<file path="src/rtl/palindrome_stream_detector.sv">
`default_nettype none
// ============================================================================
// Module      : palindrome_stream_detector
// Description : Collects a frame of SYM_WIDTH-bit symbols into an internal
//               buffer, then walks mirrored symbol pairs inward, one pair per
//               cycle, and reports whether the frame is a palindrome.
//               Frames longer than MAX_LEN symbols are flagged as overflowed
//               and are never reported as palindromes.
// Ports       : clk, reset         - clock, asynchronous active-high reset
//               din/din_valid/din_last/din_ready
//                                  - symbol input stream with frame marker
//               dout/dout_len/dout_overflow/dout_valid/dout_ready
//                                  - per-frame result handshake
// Revision    : 1.0 - initial release
// ============================================================================
module palindrome_stream_detector #(
    parameter int SYM_WIDTH = 8,
    parameter int MAX_LEN   = 16,
    localparam int LW       = $clog2(MAX_LEN + 1)
) (
    input  logic                 clk,
    input  logic                 reset,
    input  logic [SYM_WIDTH-1:0] din,
    input  logic                 din_valid,
    input  logic                 din_last,
    output logic                 din_ready,
    output logic                 dout,
    output logic [LW-1:0]        dout_len,
    output logic                 dout_overflow,
    output logic                 dout_valid,
    input  logic                 dout_ready
);

    // Index width for the buffer and one extra bit for the lo/hi meet test,
    // so lo+1 and hi-1 can be compared without wrapping.
    localparam int IW  = $clog2(MAX_LEN);
    localparam int IW1 = IW + 1;

    typedef enum logic [1:0] {
        S_COLLECT = 2'd0,
        S_CHECK   = 2'd1,
        S_RESULT  = 2'd2
    } state_t;

    state_t               state_q, state_d;
    logic [LW-1:0]        cnt_q, cnt_d;
    logic                 ovf_q, ovf_d;
    logic [IW-1:0]        lo_q, lo_d;
    logic [IW-1:0]        hi_q, hi_d;
    logic                 dout_q, dout_d;
    logic [LW-1:0]        dout_len_q, dout_len_d;
    logic                 dout_overflow_q, dout_overflow_d;

    // Symbol buffer; contents are never reset because only indices below
    // the stored count are ever read.
    logic [SYM_WIDTH-1:0] mem [MAX_LEN];

    logic                 w_accept;
    logic                 w_cnt_full;
    logic                 w_wr_en;
    logic [IW1-1:0]       w_lo_inc;
    logic [IW1-1:0]       w_hi_dec;

    assign w_accept   = din_valid && (state_q == S_COLLECT);
    assign w_cnt_full = (cnt_q == LW'(MAX_LEN));
    assign w_lo_inc   = IW1'(lo_q) + IW1'(1);
    assign w_hi_dec   = IW1'(hi_q) - IW1'(1);

    // ------------------------------------------------------------------
    // Next-state logic
    // ------------------------------------------------------------------
    always_comb begin
        state_d         = state_q;
        cnt_d           = cnt_q;
        ovf_d           = ovf_q;
        lo_d            = lo_q;
        hi_d            = hi_q;
        dout_d          = dout_q;
        dout_len_d      = dout_len_q;
        dout_overflow_d = dout_overflow_q;
        w_wr_en         = 1'b0;

        case (state_q)
            S_COLLECT: begin
                if (w_accept) begin
                    if (!w_cnt_full) begin
                        w_wr_en = 1'b1;
                        cnt_d   = cnt_q + LW'(1);
                    end else begin
                        // Buffer already holds MAX_LEN symbols: this one
                        // makes the frame too long.
                        ovf_d = 1'b1;
                    end
                    if (din_last) begin
                        state_d = S_CHECK;
                        lo_d    = '0;
                        // hi = stored_len - 1. When the last symbol is stored
                        // that equals the pre-increment count; otherwise the
                        // buffer is full and the overflow path resolves first.
                        hi_d    = w_cnt_full ? IW'(MAX_LEN - 1) : cnt_q[IW-1:0];
                    end
                end
            end

            S_CHECK: begin
                if (ovf_q) begin
                    state_d = S_RESULT;
                    dout_d  = 1'b0;
                end else if (lo_q >= hi_q) begin
                    // Only reachable on the first cycle for a 1-symbol frame.
                    state_d = S_RESULT;
                    dout_d  = 1'b1;
                end else if (mem[lo_q] != mem[hi_q]) begin
                    state_d = S_RESULT;
                    dout_d  = 1'b0;
                end else if (w_lo_inc >= w_hi_dec) begin
                    // Remaining inner span has at most one symbol left.
                    state_d = S_RESULT;
                    dout_d  = 1'b1;
                end else begin
                    lo_d = lo_q + IW'(1);
                    hi_d = hi_q - IW'(1);
                end

                if (state_d == S_RESULT) begin
                    dout_len_d      = cnt_q;
                    dout_overflow_d = ovf_q;
                end
            end

            S_RESULT: begin
                if (dout_ready) begin
                    state_d = S_COLLECT;
                    cnt_d   = '0;
                    ovf_d   = 1'b0;
                end
            end

            default: begin
                state_d = S_COLLECT;
                cnt_d   = '0;
                ovf_d   = 1'b0;
            end
        endcase
    end

    // ------------------------------------------------------------------
    // State registers
    // ------------------------------------------------------------------
    always_ff @(posedge clk or posedge reset) begin
        if (reset) begin
            state_q         <= S_COLLECT;
            cnt_q           <= '0;
            ovf_q           <= 1'b0;
            lo_q            <= '0;
            hi_q            <= '0;
            dout_q          <= 1'b0;
            dout_len_q      <= '0;
            dout_overflow_q <= 1'b0;
        end else begin
            state_q         <= state_d;
            cnt_q           <= cnt_d;
            ovf_q           <= ovf_d;
            lo_q            <= lo_d;
            hi_q            <= hi_d;
            dout_q          <= dout_d;
            dout_len_q      <= dout_len_d;
            dout_overflow_q <= dout_overflow_d;
        end
    end

    always_ff @(posedge clk) begin
        if (w_wr_en) begin
            mem[cnt_q[IW-1:0]] <= din;
        end
    end

    // Handshake outputs decode from the registered state only.
    assign din_ready     = (state_q == S_COLLECT);
    assign dout_valid    = (state_q == S_RESULT);
    assign dout          = dout_q;
    assign dout_len      = dout_len_q;
    assign dout_overflow = dout_overflow_q;

endmodule
`default_nettype wire

</file>
<file path="config.mk">
export PLATFORM = sky130hd
export DESIGN_NAME = palindrome_stream_detector
export DESIGN_NICKNAME = d
export VERILOG_FILES = /design/src/rtl/palindrome_stream_detector.sv
export SDC_FILE = /design/constraint.sdc
export NUM_CORES = 1
export LEC_CHECK = 0
export BUFFER_PORTS_ARGS = -buffer_cell sky130_fd_sc_hd__buf_2
export CAP_MARGIN = 15
export CORE_UTILIZATION = 55
export CTS_CLUSTER_SIZE = 40
export DETAILED_ROUTE_END_ITERATION = 6
export PLACE_DENSITY = 0.81
export SLEW_MARGIN = 20
export SYNTH_ARGS = -nofsm -noshare
export SYNTH_HDL_FRONTEND = slang
export SYNTH_SLANG_ARGS = --single-unit
</file>
<file path="constraint.sdc">
create_clock -name clk -period 5.98 [get_ports clk]
set_input_delay 0.299 -clock clk [delete_from_list [all_inputs] [get_ports clk]]
set_output_delay 0.299 -clock clk [all_outputs]
set_load 0.01 [all_outputs]
</file>
==> flow_summary.json <==
{
  "ant_nets": 0,
  "seq_area_mm2": 0.004423,
  "setup_violations": 0,
  "slowest_delay_ns": 0.90,
  "initial_core_util_pct": 56.96,
  "path_max_fanout": 28,
  "grt_max_degree": 29,
  "path_buf_inv": 1,
  "grt_usage_pct": 26.49,
  "start_kind": "flip-flop",
  "wire_per_inst_um": 25.70,
  "cts_tree": "built",
  "synth_ff_type": "edfxtp_1",
  "synth_edf_count": 128,
  "timing.rr.end": "hi_q[0]",
  "crit_path_end_kind": "flip-flop",
  "num_io_pins": 22,
  "syn_area_mm2": 0.007632,
  "cts_htree_levels": 4,
  "path_clk_slew_ns": 0.06,
  "gp_congestion": 0.8433,
  "antenna_found_initial": 0,
  "nNetsFinal": 520,
  "hold_buffers": 0,
  "p_clk_share_pct": 30.2,
  "syn_nets": 504,
  "clock-sinks": 151,
  "die_x_um": 119.8,
  "p_int_uw": 2493,
  "reg2reg_slack_ns": 1.92,
  "swShare_pct": 33.04,
  "dieHeight_um": 119.8,
  "combPwrFrac_pct": 31.2,
  "fin_skew_ns": 0.008110,
  "ys_seq_area_share_pct": 57.90,
  "hold_viol": 0,
  "diodes": 0,
  "fill_cells": 908,
  "fin_crit_ns": 4.064,
  "crit_arrival_ns": 4.33,
  "cts-root-buf": "clkbuf_16",
  "wirelength_mm": 17.50,
  "synth-seq-cells": 151,
  "synth_cells": 476,
  "utilization_pct": 63.58,
  "p_sw_uw": 1230,
  "grt_pass1_wl_mm": 27.02,
  "ys_types": 50,
  "power_uw": 3723,
  "yosysWarnings": 0,
  "hold_class": "input pin to asynchronous set/reset pin",
  "postLayoutCellArea_mm2": 0.008519,
  "vias": 4645,
  "die-area_mm2": 0.01435,
  "drc": 2,
  "r2r_start": "lo_q[0]",
  "fmax_mhz": 246.1,
  "num_rows": 42,
  "path_delay_family": "simple AND/OR/NAND/NOR gates",
  "drive_gt1_share_pct": 26.14,
  "crit_slowest_cell": "dfrtp_2",
  "dr.first_iter.drc_count": 601,
  "worstMarginPinSlew_ns": 1.138,
  "grt-ovfl-total": 0,
  "maxCapViolCount": 0,
  "final_common_cell": "edfxtp_1",
  "clockBufferDepth": 2,
  "vdd_ir_drop_max_mv": 0.2625,
  "power.density_mw_per_mm2": 437.0,
  "vias_per_cell": 6.821,
  "multiInputGateArea_mm2": 0.003019,
  "holdWs_ns": 0.03901,
  "syn_avg_cell_area_um2": 16.03,
  "cts_made_buffers": 17,
  "power_frac_seq_pct": 38.6,
  "worst_ep_required_time_ns": 6.24,
  "violations": "design-rule violations",
  "grt_pass1_vias": 4696,
  "finalSetupTns_ns": 0,
  "status": "finished, violations left",
  "crit_chain": "buf_4 > mux4_1 > a22o_1 > a221oi_1 > xnor2_1 > nor4_4 > and3_1 > a311oi_1",
  "port_buffers": 21,
  "areaGrowthSynthToFinish_pct": 11.62,
  "slew_headroom_pct": 23.83,
  "post_cts_resized": 0,
  "core_area_mm2": 0.01340,
  "dr.pass1.iters": 7,
  "min_period_over_period_pct": 67.96,
  "mostFrequentLayoutCells": "128 x edfxtp_1, 48 x mux4_2, 29 x nor2_1, 23 x mux2i_1, 21 x buf_2",
  "post_cts_buffers": 0,
  "clock_latency_ns": 0.43,
  "worstRegToRegCells": 8,
  "crit_type": "flip-flop to flip-flop",
  "dpl_cell_area_mm2": 0.007869,
  "slew_viol_final": 0,
  "ys_async_sr_fraction_pct": 15.23,
  "power.leakage_uw": 0.002933,
  "grt_setup_unrepaired": "false",
  "dpl.hpwl_mm": 11.18
}
[kinds of logic (layout without fill, tap and decap cells)]
| group | Yosys count | after routing | synth area share, % |
|---|---|---|---|
| multiplexers | 90 | 90 | 22.34 |
| buffers and inverters | 46 | 75 | 2.951 |
| adder cells (fa/ha/maj) | 15 | 15 | 2.459 |
| AND/OR/NAND/NOR | 92 | 92 | 5.951 |
| flip-flops | 151 | 151 | 57.90 |
| AO/OA/AOI/OAI | 69 | 69 | 6.902 |
| XOR/XNOR | 13 | 13 | 1.492 |
[Yosys cell counts, drive strengths merged, types with 4 or more instances]
cell type / n / area, um2
a21o: 6 / 45.04
a21oi: 17 / 85.08
a221oi: 7 / 61.31
a22o: 9 / 78.83
a22oi: 6 / 45.04
a2bb2oi: 4 / 35.03
buf: 24 / 142.6
clkbuf: 11 / 41.29
dfrtp: 23 / 575.6
edfxtp: 128 / 3844
ha: 15 / 187.7
inv: 11 / 41.29
mux2: 7 / 78.83
mux2i: 23 / 230.2
mux4: 60 / 1396
nand2: 19 / 71.32
nand2b: 5 / 31.28
nand4: 6 / 37.54
nor2: 34 / 127.6
nor2b: 6 / 37.54
nor3: 6 / 30.03
nor4: 6 / 58.80
o311ai: 4 / 35.03
xnor2: 11 / 96.34
[stage by stage]
step	setup slack (ns)	std cells
floorplan	3.213	476
global placement	2.065	649
detailed placement	1.880	649
CTS	1.819	681
global route	1.669	681
finish	1.916	681
[layout make-up]
cell class / instances / share of cell area, %
Clock inverter: 14 / 2.335
Multi-Input combinational cell: 279 / 35.44
Tap cell: 176 / 2.585
Inverter: 11 / 0.4847
Timing Repair Buffer: 32 / 2.203
Sequential cell: 151 / 51.92
Clock buffer: 18 / 5.037
[sequential cells by signal (all words and copies together) (netlist names)]
register and count:
lo_q 4, state_q 2, cnt_q 5, hi_q 4
mem 128, ovf_q 1, dout_overflow 1, dout 1
dout_len 5
[power by group through the flow]
stage	combinational [uW]	clock (uW)	sequential, uW
after floorplan	1010	0	1310
after global placement	1090	0	1440
after detailed placement	1130	0	1450
after CTS	1140	1130	1430
after global routing	1250	1170	1460
final	1160	1120	1440
[how the worst max path moves through the flow]
stage	from	endpoint	cells past startpoint
6_report	lo_q[0]	hi_q[0]	8
5_1_grt	lo_q[0]	lo_q[0]	8
4_1_cts	lo_q[0]	hi_q[3]	8
3_5_place_dp	lo_q[0]	hi_q[0]	8
3_3_place_gp	lo_q[0]	dout_overflow	8
2_1_floorplan	hi_q[0]	dout_len[0]	11
[metal layers]
layer  vias to the layer above  global-route usage, %  share of wire (%)
li1                       1968                      -                  -
met2                       294                  42.85                 50
met5                         -                      0                  0
met3                        47                  5.276                9.5
met1                      2336                  33.71                 37
met4                         0                  14.84                3.9
Note: power is estimated with default switching activity, not from simulation.
